**src/rtl/fetch_pkg.sv**
```systemverilog
// Purpose: shared state encoding and default parameters for the fetch front-end.
// Latency: n/a (declarations only).
// Backpressure: n/a.
// Optional feature macro used by this slice: FETCH_BREAKPOINT_EN.
package fetch_pkg;

    localparam int DEF_PC_W     = 12;
    localparam int DEF_PC_INC   = 1;
    localparam int DEF_RESET_PC = 0;

    // ST_HALT is only reachable when FETCH_BREAKPOINT_EN is defined.
    typedef enum logic [1:0] {
        ST_IDLE  = 2'd0,
        ST_RUN   = 2'd1,
        ST_FLUSH = 2'd2,
        ST_HALT  = 2'd3
    } state_e;

endpackage

```
**src/rtl/fetch_if.sv**
```systemverilog
// Purpose: fetch-to-decode handshake bundle (PC, valid, ready).
// Latency: n/a (wires only).
// Backpressure: decode drops i_ready to hold o_pc; master keeps o_pc stable while o_valid && !i_ready.
// Ports: o_pc / o_valid driven by the fetch unit (master), i_ready driven by decode (slave).
interface fetch_if #(
    parameter int PC_W = 12
);
    logic [PC_W-1:0] o_pc;
    logic            o_valid;
    logic            i_ready;

    modport master (output o_pc, output o_valid, input  i_ready);
    modport slave  (input  o_pc, input  o_valid, output i_ready);
endinterface

```
**src/rtl/fetch_bp_match.sv**
```systemverilog
// Purpose: breakpoint comparator with a one-shot suppression armed by resume.
// Latency: combinational hit; suppression flag registered, cleared by the next PC load.
// Backpressure: none; the caller gates i_load / i_resume with stop and handshake.
// Ports: i_cand_pc is the PC about to be loaded into o_pc; o_hit flags a match on that load.
module fetch_bp_match #(
    parameter int PC_W = 12
) (
    input  logic            i_clk,
    input  logic            i_reset,
    input  logic            i_bp_en,
    input  logic [PC_W-1:0] i_bp_addr,
    input  logic [PC_W-1:0] i_cand_pc,
    input  logic            i_load,
    input  logic            i_resume,
    output logic            o_hit
);

    logic suppress_q, suppress_d;

    // After a resume the first load must not re-trigger on the same address,
    // otherwise PC_INC=0 or a wrap back onto the breakpoint would trap forever.
    always_comb begin
        suppress_d = suppress_q;
        if (i_resume) begin
            suppress_d = 1'b1;
        end else if (i_load) begin
            suppress_d = 1'b0;
        end
    end

    always_ff @(posedge i_clk or negedge i_reset) begin
        if (!i_reset) begin
            suppress_q <= 1'b0;
        end else begin
            suppress_q <= suppress_d;
        end
    end

    assign o_hit = i_bp_en && (i_cand_pc == i_bp_addr) && !suppress_q;

endmodule

```
**src/rtl/fetch_unit.sv**
```systemverilog
// Purpose: parametrised PC generator / one-stage fetch pipeline feeding decode.
// Latency: first valid PC one cycle after reset release; redirect-to-valid-target two cycles.
// Backpressure: o_pc, r_pc and o_valid hold while o_valid && !i_ready; i_stop freezes everything.
// Ports: i_clk, i_reset (async active-low), i_stop, i_redirect, i_target, dec (fetch_if.master:
//        o_pc, o_valid, i_ready), o_state (debug). With FETCH_BREAKPOINT_EN defined also
//        i_bp_en, i_bp_addr, i_resume, o_halted.
module fetch_unit
    import fetch_pkg::*;
#(
    parameter int PC_W     = DEF_PC_W,
    parameter int PC_INC   = DEF_PC_INC,
    parameter int RESET_PC = DEF_RESET_PC
) (
    input  logic            i_clk,
    input  logic            i_reset,
    input  logic            i_stop,
    input  logic            i_redirect,
    input  logic [PC_W-1:0] i_target,
`ifdef FETCH_BREAKPOINT_EN
    input  logic            i_bp_en,
    input  logic [PC_W-1:0] i_bp_addr,
    input  logic            i_resume,
    output logic            o_halted,
`endif
    fetch_if.master         dec,
    output logic [1:0]      o_state
);

    localparam logic [PC_W-1:0] RST_V = PC_W'(RESET_PC);
    localparam logic [PC_W-1:0] INC_V = PC_W'(PC_INC);

    state_e          state_q, state_d;
    logic [PC_W-1:0] r_pc_q, r_pc_d;
    logic [PC_W-1:0] o_pc_q, o_pc_d;
    logic            o_valid_q, o_valid_d;
    // Set when the PC now in o_pc matched the breakpoint; halt happens on its acceptance.
    logic            bp_pend_q, bp_pend_d;

    logic load;
    logic halt_go;
    logic resume_go;
    logic bp_hit;
    logic resume_in;

`ifdef FETCH_BREAKPOINT_EN
    assign resume_in = i_resume;

    fetch_bp_match #(.PC_W(PC_W)) u_bp_match (
        .i_clk     (i_clk),
        .i_reset   (i_reset),
        .i_bp_en   (i_bp_en),
        .i_bp_addr (i_bp_addr),
        .i_cand_pc (r_pc_q),
        .i_load    (load),
        .i_resume  (resume_go),
        .o_hit     (bp_hit)
    );

    assign o_halted = (state_q == ST_HALT);
`else
    assign resume_in = 1'b0;
    assign bp_hit    = 1'b0;
`endif

    always_comb begin
        state_d   = state_q;
        r_pc_d    = r_pc_q;
        o_pc_d    = o_pc_q;
        o_valid_d = o_valid_q;
        bp_pend_d = bp_pend_q;
        load      = 1'b0;
        halt_go   = 1'b0;
        resume_go = 1'b0;

        if (!i_stop) begin
            if (i_redirect) begin
                // In-flight PC is dropped regardless of i_ready.
                o_valid_d = 1'b0;
                r_pc_d    = i_target;
                bp_pend_d = 1'b0;
                state_d   = ST_FLUSH;
            end else begin
                unique case (state_q)
                    ST_IDLE, ST_FLUSH: load = 1'b1;
                    ST_RUN: begin
                        if (!o_valid_q || dec.i_ready) begin
                            if (o_valid_q && bp_pend_q) begin
                                halt_go = 1'b1;
                            end else begin
                                load = 1'b1;
                            end
                        end
                    end
                    ST_HALT: resume_go = resume_in;
                    default: ;
                endcase

                if (load) begin
                    o_pc_d    = r_pc_q;
                    r_pc_d    = r_pc_q + INC_V;
                    o_valid_d = 1'b1;
                    bp_pend_d = bp_hit;
                    state_d   = ST_RUN;
                end
                if (halt_go) begin
                    o_valid_d = 1'b0;
                    bp_pend_d = 1'b0;
                    state_d   = ST_HALT;
                end
                if (resume_go) begin
                    state_d = ST_RUN;
                end
            end
        end
    end

    always_ff @(posedge i_clk or negedge i_reset) begin
        if (!i_reset) begin
            state_q   <= ST_IDLE;
            r_pc_q    <= RST_V;
            o_pc_q    <= RST_V;
            o_valid_q <= 1'b0;
            bp_pend_q <= 1'b0;
        end else begin
            state_q   <= state_d;
            r_pc_q    <= r_pc_d;
            o_pc_q    <= o_pc_d;
            o_valid_q <= o_valid_d;
            bp_pend_q <= bp_pend_d;
        end
    end

    assign dec.o_pc    = o_pc_q;
    assign dec.o_valid = o_valid_q;
    assign o_state     = state_q;

endmodule

```
**src/flat_wrapper.sv**
```systemverilog
// flat-port wrapper written by rule: the top's interface ports become plain ports
module fetch_unit_flat import fetch_pkg::*;
#(
    parameter int PC_W     = DEF_PC_W,
    parameter int PC_INC   = DEF_PC_INC,
    parameter int RESET_PC = DEF_RESET_PC
)
  (i_clk, i_reset, i_stop, i_redirect, i_target, o_state, dec_o_pc, dec_o_valid, dec_i_ready);
  fetch_if #(.PC_W(PC_W)) dec_i ();
  input  logic i_clk;
  input  logic i_reset;
  input  logic i_stop;
  input  logic i_redirect;
  input  logic [PC_W-1:0] i_target;
  output logic [1:0] o_state;
  output wire logic [$bits(dec_i.o_pc)-1:0] dec_o_pc;
  output wire logic [$bits(dec_i.o_valid)-1:0] dec_o_valid;
  input wire logic [$bits(dec_i.i_ready)-1:0] dec_i_ready;
  assign dec_o_pc = dec_i.o_pc;
  assign dec_o_valid = dec_i.o_valid;
  assign dec_i.i_ready = dec_i_ready;
  fetch_unit #(.PC_W(PC_W), .PC_INC(PC_INC), .RESET_PC(RESET_PC)) u_core (.i_clk(i_clk), .i_reset(i_reset), .i_stop(i_stop), .i_redirect(i_redirect), .i_target(i_target), .dec(dec_i), .o_state(o_state));
endmodule
```
**config.mk**
```make
export PLATFORM = sky130hd
export DESIGN_NAME = fetch_unit_flat
export DESIGN_NICKNAME = d
export VERILOG_FILES = /design/src/rtl/fetch_pkg.sv /design/src/rtl/fetch_if.sv /design/src/rtl/fetch_bp_match.sv /design/src/rtl/fetch_unit.sv /design/src/flat_wrapper.sv
export SDC_FILE = /design/constraint.sdc
export NUM_CORES = 1
export LEC_CHECK = 0
export ABC_AREA = 1
export CORE_ASPECT_RATIO = 0.8
export CORE_UTILIZATION = 34
export CTS_CLUSTER_DIAMETER = 150
export CTS_CLUSTER_SIZE = 28
export DETAILED_ROUTE_END_ITERATION = 12
export SLEW_MARGIN = 20
export SYNTH_ARGS = -nofsm -noshare
export SYNTH_HDL_FRONTEND = slang
export SYNTH_SLANG_ARGS = --single-unit
```
**constraint.sdc**
```tcl
create_clock -name i_clk -period 1.05 [get_ports i_clk]
set_input_delay 0.315 -clock i_clk [delete_from_list [all_inputs] [get_ports i_clk]]
set_output_delay 0.315 -clock i_clk [all_outputs]
set_load 0.02 [all_outputs]
```
==> impl_metrics.env, run 1 <==
export IMPL_antenna_found_initial=0
export IMPL_timing_final_crit_share_pct=120
export IMPL_maxSlewHeadroom_pct=72.2
export IMPL_crit_fanout=2
export IMPL_irDropWorstVdd_mv=0.702
export IMPL_grt_total_usage_pct=17.4
export IMPL_io_buffer_count=31
export IMPL_failed_checks="setup timing"
export IMPL_syn_to_final_growth_pct=60.2
export IMPL_dpl_hpwl_mm=2.47
export IMPL_seqCellArea_sq_um=656
export IMPL_r2r_start="u_core.o_state[1]"
export IMPL_wl_per_cell_um=11.6
export IMPL_syn_area_sq_mm=0.00145
export IMPL_grt_busiest_layer="met1"
export IMPL_drv_cap=0
export IMPL_critPathLaunchType="register"
export IMPL_vias=1352
export IMPL_met2_usage_pct=26.3
export IMPL_synth_area_leader_cell="dfrtp_1"
export IMPL_synth_ff_type="dfrtp_1"
export IMPL_placed_cell_area_sq_mm=0.00196
export IMPL_grt_pass1_wl_mm=5.89
export IMPL_layout_cells_non_filler=305
export IMPL_ant_nets=0
export IMPL_drt_iter0_markers=66
export IMPL_setup_violations=40
export IMPL_endpoint_kind="output port"
export IMPL_cts_tree="yes"
export IMPL_pre_cts_ws_ns=-0.560
export IMPL_grt_overflow_total=0
export IMPL_dieArea_sq_mm=0.00452
export IMPL_start_util_pct=36.8
export IMPL_r2r_end="u_core.r_pc_q[3]"
export IMPL_final_area_sq_mm=0.00232
export IMPL_met1_usage_pct=26.3
export IMPL_setup_tns_final_ns=-4.98
export IMPL_ios=32
export IMPL_max_slew_worst_pin_slew_ns=0.417
export IMPL_worst_hold_path_type="input port to asynchronous set/reset pin"
export IMPL_criticalPathCategory="register to output port"
export IMPL_required_ns=0.73
export IMPL_period_needed_ns=1.26
export IMPL_timing_critical_path_from="u_core.o_state[0]"
export IMPL_r2r_slack_ns=-0.20
export IMPL_multiInputGateArea_sq_um=818
export IMPL_synth_common_cells="44 x nand2_1, 39 x nor2_1, 26 x dfrtp_1"
export IMPL_power_total_mw=4.04
export IMPL_rows=20
export IMPL_clk_path_buf_depth=2
export IMPL_drive_gt1_share_pct=41.6
export IMPL_root_buffer="clkbuf_8"
export IMPL_clock_skew_ns=0.00588
export IMPL_diodes=0
export IMPL_synthTopCellsByArea="dfrtp_1 45%, nand2_1 11%, nor2_1 10%"
export IMPL_syn_inst=188
export IMPL_synth_most_common_cell="nand2_1"
export IMPL_seq_area_frac_synth_pct=44.9
export IMPL_die_h_um=60.4
export IMPL_rsz0062_at_grt="true"
export IMPL_die_w_um=75.0
export IMPL_htreeDepth=1
export IMPL_finalNetCount=269
export IMPL_numClockSinks=26
export IMPL_holdWs_ns=0.391
export IMPL_cts_clk_slew_worst_paths_ns=0.09
export IMPL_via_per_inst=4.43
export IMPL_critPathArrivalTime_ns=0.95
export IMPL_synth_top_cell_area_share_pct=44.9
export IMPL_grt_max_degree=27
export IMPL_fmax_mhz=793
export IMPL_slew_violations=0
export IMPL_clk_latency_ns=0.27
export IMPL_wl_mm=3.54
export IMPL_drc=0
export IMPL_met3_usage_pct=4.15
export IMPL_post_synth_num_cell_types=22
export IMPL_fin_ws_ns=-0.212
export IMPL_postSynth_asyncResetShare_pct=100
export IMPL_dp_cells=288
export IMPL_gp_congestion=0.883
export IMPL_r2r_cells=8
export IMPL_power_density_mw_per_mm2=1740
export IMPL_fin_util_pct=59.0
export IMPL_placeableCoreArea_sq_mm=0.00393
export IMPL_synth_area_per_cell_sq_um=7.70
export IMPL_ys_ff_latch=26
export IMPL_cts_made_buffers=3
export IMPL_yosysWarnings=0
export IMPL_status="finished with violations"
export IMPL_final_hold_viol_count=0
export IMPL_drt_pass1_iterations=4
export IMPL_power_leakage_nw=1.06
export IMPL_grt_pass1_vias=1250
export IMPL_synth_edf_count=0
export IMPL_fillers=366
export IMPL_synth_nets=206
## layout by cell type, fill, tap and decap left out, types with 8 or more instances in the layout
| master | synthesis | routed |
|---|---|---|
| nor2_4 | 1 | 8 |
| o21ai_1 | 2 | 8 |
| buf_6 | 4 | 21 |
| buf_4 | 3 | 26 |
| nand3_1 | 10 | 8 |
| dfrtp_1 | 26 | 22 |
| nand2_1 | 44 | 40 |
| a21oi_2 | 9 | 11 |
| clkdlybuf4s50_1 | 0 | 13 |
| inv_1 | 15 | 12 |
| nor2_1 | 39 | 29 |
## logic make-up after synthesis
logic type / after synthesis / synth area share, %
AND/OR/NAND/NOR: 104 / 30.3
adder cells (fa/ha/maj): 1 / 0.864
AO/OA/AOI/OAI: 31 / 13.9
buffers and inverters: 25 / 9.33
XOR/XNOR: 1 / 0.605
flip-flops: 26 / 44.9
## critical path, stage by stage, from the launching register on
cell	delay, ns
dfrtp_2	0.43
buf_6	0.13
buf_6	0.12
## worst max-delay path by stage
stage | end | slack (ns) | depth (start not counted)
after floorplan | u_core.r_pc_q[6] | -0.14 | 7
after global placement | u_core.r_pc_q[3] | -0.55 | 7
after detailed placement | u_core.r_pc_q[3] | -0.56 | 7
after CTS | u_core.r_pc_q[3] | -0.20 | 7
after global routing | u_core.r_pc_q[5] | -0.30 | 8
final | dec_o_valid | -0.21 | 2
## power by group
part	total, mW	switching [mW]	internal, mW
sequential	1.47	0.224	1.24
combinational	1.74	0.843	0.897
clock	0.833	0.323	0.510
## cell type report
cell class	instances	area share (%)
clock inverter	1	1.30
inverter	18	3.13
clock buffer	3	1.78
timing repair buffer	65	27.3
sequential	26	28.3
tap	55	2.97
multi-input combinational	137	35.3
## layer usage
metal	wire length, um	share of wire (%)
met2	1570	44
met4	6	0.17
met3	136	3.8
met1	1830	52
met5	0	0
## registers in the layout, summed over array words and instances (netlist names)
name	count
u_core.dec.o_pc	12
u_core.o_state	2
u_core.r_pc_q	12
## what timing repair did
action / in CTS / in global routing
hold buffers: 0 / 0
resized for setup: 112 / 33
buffers inserted: 8 / 6
endpoints found under the setup margin: 41 / 41
pin swaps: 10 / 13
(Power assumes the default switching activity.)
==> inputs of run 2 (changes only) <==
--- a/config.mk
+++ b/config.mk
@@ -14,4 +14,5 @@
 export SLEW_MARGIN = 20
 export SYNTH_ARGS = -nofsm -noshare
 export SYNTH_HDL_FRONTEND = slang
+export SYNTH_HIERARCHICAL = 1
 export SYNTH_SLANG_ARGS = --single-unit
==> impl_metrics.env, run 2 <==
export IMPL_status="finished with violations"
export IMPL_failed_checks="setup timing"
export IMPL_yosysWarnings=6
export IMPL_synthTopCellsByArea="dfrtp_1 45%, nand2_1 15%, o21ai_2 6.1%"
export IMPL_irDropWorstVdd_mv=0.788
export IMPL_synth_edf_count=0
export IMPL_r2r_end="u_core/r_pc_q[5]"
export IMPL_drive_gt1_share_pct=47.6
export IMPL_syn_inst=179
export IMPL_r2r_slack_ns=-0.28
export IMPL_clk_path_buf_depth=2
export IMPL_endpoint_kind="register"
export IMPL_final_common_cell="buf_4"
export IMPL_die_w_um=74.8
export IMPL_gp_congestion=0.793
export IMPL_finalNetCount=290
export IMPL_clock_skew_ns=0.00578
export IMPL_drt_pass1_iterations=6
export IMPL_seq_area_frac_synth_pct=45.1
export IMPL_synth_area_leader_cell="dfrtp_1"
export IMPL_power_leakage_nw=1.29
export IMPL_worst_hold_path_type="input port to asynchronous set/reset pin"
export IMPL_cts_made_buffers=3
export IMPL_root_buffer="clkbuf_8"
export IMPL_cts_clk_slew_worst_paths_ns=0.09
export IMPL_dieArea_sq_mm=0.00451
export IMPL_fmax_mhz=750
export IMPL_diodes=0
export IMPL_critPathArrivalTime_ns=1.55
export IMPL_postSynth_asyncResetShare_pct=100
export IMPL_ios=32
export IMPL_grt_max_degree=25
export IMPL_grt_pass1_wl_mm=6.51
export IMPL_synth_ff_type="dfrtp_1"
export IMPL_wl_per_cell_um=12.7
export IMPL_synth_top_cell_area_share_pct=45.1
export IMPL_via_per_inst=4.65
export IMPL_fillers=339
export IMPL_max_slew_worst_pin_slew_ns=0.277
export IMPL_slew_violations=0
export IMPL_timing_final_crit_share_pct=127
export IMPL_placeableCoreArea_sq_mm=0.00393
export IMPL_setup_tns_final_ns=-7.79
export IMPL_cts_tree="yes"
export IMPL_post_synth_num_cell_types=25
export IMPL_numClockSinks=26
export IMPL_grt_overflow_total=0
export IMPL_grt_pass1_vias=1376
export IMPL_holdBufCountCts=0
export IMPL_power_total_mw=4.43
export IMPL_rows=20
export IMPL_crit_fanout=7
export IMPL_critPathLaunchType="register"
export IMPL_holdWs_ns=0.230
export IMPL_drc=0
export IMPL_fin_ws_ns=-0.284
export IMPL_synth_nets=197
export IMPL_wl_mm=4.15
export IMPL_power_density_mw_per_mm2=1690
export IMPL_io_buffer_count=31
export IMPL_rsz0062_at_grt="true"
export IMPL_synth_most_common_cell="nand2_1"
export IMPL_criticalPathCategory="register to register"
export IMPL_final_cell_mix="50 x buf_4, 42 x nand2_1, 24 x dfrtp_1"
export IMPL_cpLargestDelayFamily="flip-flops"
export IMPL_start_util_pct=36.7
export IMPL_critPathSlowestCell="dfrtp_2"
export IMPL_required_ns=1.27
export IMPL_vias=1517
export IMPL_syn_to_final_growth_pct=82.3
export IMPL_ant_nets=0
export IMPL_synth_common_cells="57 x nand2_1, 26 x dfrtp_1, 22 x nor2_1"
export IMPL_max_stage_delay_ns=0.43
export IMPL_maxSlewHeadroom_pct=81.6
export IMPL_crit_buf_inv=3
export IMPL_fin_util_pct=66.9
export IMPL_dpl_hpwl_mm=2.46
export IMPL_pre_cts_ws_ns=-0.597
export IMPL_grt_total_usage_pct=19.6
export IMPL_r2r_cells=8
export IMPL_ys_ff_latch=26
export IMPL_path_cells="buf_6 -> a21oi_4 -> buf_6 -> nor2_4 -> buf_12 -> nor2_2 -> nand2_1 -> nand2_1"
export IMPL_htreeDepth=1
export IMPL_clk_latency_ns=0.28
export IMPL_r2r_start="u_core/o_state[0]"
export IMPL_setup_violations=40
export IMPL_die_h_um=60.2
export IMPL_drt_iter0_markers=68
export IMPL_antenna_found_initial=0
export IMPL_synth_area_per_cell_sq_um=8.05
export IMPL_syn_area_sq_mm=0.00144
export IMPL_final_hold_viol_count=0
export IMPL_period_needed_ns=1.33
export IMPL_drv_cap=0
-- run 2: changes by cell type after synthesis, sizes merged --
| cell | previous run | this run |
|---|---|---|
| or2 | 0 | 1 |
| nand2 | 47 | 59 |
| nand4 | 2 | 1 |
| nand3 | 10 | 11 |
| a22oi | 0 | 1 |
| o22ai | 0 | 1 |
| buf | 7 | 6 |
| a21oi | 17 | 5 |
| o211ai | 0 | 1 |
| o21ai | 13 | 21 |
| xor2 | 1 | 3 |
| nor3 | 1 | 0 |
| nor2 | 44 | 26 |
| inv | 18 | 15 |
-- run 2: final cells by class --
cell class                      count  area, sq um  area share, %
Tap cell                           55         68.8           2.62
Timing Repair Buffer               94          933           35.5
Multi-Input combinational cell    132          842           32.0
Clock inverter                      1         30.0           1.14
Sequential cell                    26          653           24.9
Clock buffer                        3         41.3           1.57
Inverter                           15         58.8           2.24
-- run 2: per-layer routing --
metal	track usage [%]	up-vias	wire, um
li1	-	760	-
met3	3.54	0	173
met4	4.85	0	0
met5	0	-	0
met1	26.9	717	1940
met2	32.0	40	2040
-- run 2: repair_timing --
action                                  CTS  global route
gates resized for setup                 132            19
endpoints found under the setup margin   41            40
setup buffers                            14             9
cloned                                    3             1
pin swaps                                13             8
hold endpoints to repair                  0             0
-- run 2: power breakdown --
group / switching, mW / total (mW) / internal (mW)
clock: 0.341 / 0.852 / 0.511
sequential: 0.194 / 1.43 / 1.23
combinational: 0.980 / 2.15 / 1.17
-- run 2: worst max path at each step --
stage | slack, ns | cells after the start | endpoint | from
after CTS | -0.27 | 8 | u_core/r_pc_q[7] | u_core/o_state[0]
after floorplan | -0.22 | 7 | u_core/dec.o_pc[3] | u_core/o_state[1]
final | -0.28 | 8 | u_core/r_pc_q[5] | u_core/o_state[0]
after detailed placement | -0.60 | 7 | u_core/dec.o_pc[3] | dec_i_ready
after global placement | -0.57 | 7 | u_core/dec.o_pc[11] | dec_i_ready
after global routing | -0.36 | 7 | u_core/r_pc_q[6] | u_core/r_pc_q[0]
-- run 2: cells by family (layout without fill, tap and decap cells) --
| group | count (synthesis) | after routing | synth area share [%] |
|---|---|---|---|
| DFF | 26 | 26 | 45.1 |
| adders and majority gates | 1 | 1 | 0.868 |
| AOI/OAI and AO/OA | 30 | 30 | 15.4 |
| xor gates and xnor gates | 3 | 3 | 1.82 |
| buffers and inverters | 21 | 113 | 7.90 |
| and+or+nand+nor | 98 | 98 | 28.9 |
-- run 2: per-stage QoR --
| step | instance area, sq um | instances |
|---|---|---|
| 6_report | 2630 | 326 |
| 5_1_grt | 2630 | 326 |
| 4_1_cts | 2460 | 316 |
| 3_5_place_dp | 2080 | 295 |
| 3_3_place_gp | 2080 | 295 |
| 2_1_floorplan | 1450 | 179 |
==> inputs of run 3 (changes only) <==
==> constraint.sdc (replaced) <==
create_clock -name i_clk -period 1.3 [get_ports i_clk]
set_input_delay 0.39 -clock i_clk [delete_from_list [all_inputs] [get_ports i_clk]]
set_output_delay 0.39 -clock i_clk [all_outputs]
set_load 0.02 [all_outputs]
==> impl_metrics.env, run 3 (synthesis results as in run 2) <==
export IMPL_status="completed"
export IMPL_multiInputGateArea_sq_um=767
export IMPL_wl_mm=3.43
export IMPL_cts_made_buffers=3
export IMPL_power_leakage_nw=1.03
export IMPL_critPathLaunchType="register"
export IMPL_timing_final_crit_share_pct=98.1
export IMPL_grt_max_degree=27
export IMPL_met1_usage_pct=24.6
export IMPL_grt_busiest_layer="met2"
export IMPL_holdBufCountCts=0
export IMPL_setup_violations=0
export IMPL_dieArea_sq_mm=0.00451
export IMPL_root_buffer="clkbuf_8"
export IMPL_final_common_cell="nand2_1"
export IMPL_grt_total_usage_pct=17.0
export IMPL_syn_to_final_growth_pct=47.7
export IMPL_setup_tns_final_ns=0
export IMPL_holdWs_ns=0.458
export IMPL_grt_pass1_wl_mm=5.65
export IMPL_period_needed_ns=1.28
export IMPL_dpl_hpwl_mm=2.35
export IMPL_maxSlewHeadroom_pct=82.9
export IMPL_diodes=0
export IMPL_drv_cap=0
export IMPL_die_w_um=74.8
export IMPL_cts_tree="yes"
export IMPL_seqCellArea_sq_um=653
export IMPL_ios=32
export IMPL_drive_gt1_share_pct=38.2
export IMPL_power_density_mw_per_mm2=1370
export IMPL_fillers=391
export IMPL_antenna_found_initial=0
export IMPL_rows=20
export IMPL_clk_latency_ns=0.27
export IMPL_ant_nets=0
export IMPL_final_hold_viol_count=0
export IMPL_slew_violations=0
export IMPL_drc=0
export IMPL_grt_overflow_total=0
export IMPL_critPathArrivalTime_ns=1.45
export IMPL_layout_cells_non_filler=288
export IMPL_worst_hold_path_type="input port to asynchronous set/reset pin"
export IMPL_gp_congestion=0.804
export IMPL_io_buffer_count=31
export IMPL_via_per_inst=4.53
export IMPL_max_slew_worst_pin_slew_ns=0.256
export IMPL_criticalPathCategory="register to register"
export IMPL_finalNetCount=252
export IMPL_final_cell_mix="44 x nand2_1, 24 x dfrtp_1, 18 x nor2_1"
export IMPL_placeableCoreArea_sq_mm=0.00393
export IMPL_numClockSinks=26
export IMPL_met2_usage_pct=25.4
export IMPL_cts_clk_slew_worst_paths_ns=0.09
export IMPL_power_total_mw=2.92
export IMPL_drt_iter0_markers=32
export IMPL_required_ns=1.48
export IMPL_met3_usage_pct=3.88
export IMPL_crit_fanout=8
export IMPL_wl_per_cell_um=11.9
export IMPL_vias=1305
export IMPL_rsz0062_at_grt="true"
export IMPL_start_util_pct=36.7
export IMPL_dp_cells=277
export IMPL_endpoint_kind="register"
export IMPL_drt_pass1_iterations=4
export IMPL_irDropWorstVdd_mv=0.682
export IMPL_clock_skew_ns=0.00595
export IMPL_grt_pass1_vias=1196
export IMPL_htreeDepth=1
export IMPL_die_h_um=60.2
export IMPL_fmax_mhz=784
export IMPL_clk_path_buf_depth=2
run 3: changes by cell type in the layout (fill, tap and decap cells not counted), moves of 3 or more:
| cell | before | now |
|---|---|---|
| buf_2 | 0 | 15 |
| buf_6 | 21 | 2 |
| buf_4 | 50 | 17 |
| nand2_4 | 12 | 2 |
| nand2_2 | 4 | 13 |
| nor2_1 | 15 | 18 |
run 3: timing repair:
action	CTS	global route
hold endpoints to repair	0	0
buffers inserted	4	2
gates cloned	1	1
pin swaps	3	10
resized for setup	67	33
endpoints found under the setup margin	39	21
run 3: path summary, 6_finish.rpt:
check	from	to	slack, ns	cells after the start
worst max-delay path	u_core/o_state[1]	u_core/o_state[0]	0.02	7
worst min-delay path	i_reset	u_core/o_state[1]	0.46	2
worst max register to register	u_core/o_state[1]	u_core/o_state[0]	0.02	7
worst min register to register	u_core/dec.o_pc[6]	u_core/dec.o_pc[6]	0.49	2
max in group asynchronous	i_reset	u_core/r_pc_q[2]	0.68	2
min in group i_clk	u_core/dec.o_pc[6]	u_core/dec.o_pc[6]	0.49	2
run 3: per-stage QoR:
stage / setup WS (ns) / cell area, sq um / utilization [%]
4_1_cts: 0.0157 / 2000 / 51.0
6_report: 0.0243 / 2130 / 54.2
2_1_floorplan: 0.0169 / 1440 / -
3_3_place_gp: -0.379 / 1940 / 49.3
3_5_place_dp: -0.412 / 1940 / 49.3
5_1_grt: -0.0395 / 2130 / 54.2
run 3: final cells by class:
class                   instances  area share [%]
inverters                      15            2.65
clock inverters                 1            1.41
flip-flops and latches         26            30.7
multi-input cells             132            36.0
well taps                      55            3.23
repair buffers                 56            24.0
clock buffers                   3            1.94
run 3: critical path, stage by stage, from the launching register on:
cell,delay (ns)
dfrtp_2,0.41
inv_2,0.07
nand2_4,0.06
a21oi_4,0.23
nor2_4,0.09
clkbuf_16,0.17
a21oi_2,0.11
inv_1,0.04
run 3: report_power, final:
part	switching, mW	internal (mW)
sequential	0.153	0.995
combinational	0.618	0.475
clock	0.263	0.412
run 3: metal layers:
layer | wire [um] | vias to the layer above | share of wire [%]
met2 | 1500 | 26 | 44
met1 | 1750 | 594 | 51
met4 | 36 | 0 | 1.1
met5 | 0 | - | 0
met3 | 134 | 7 | 3.9
li1 | - | 678 | -
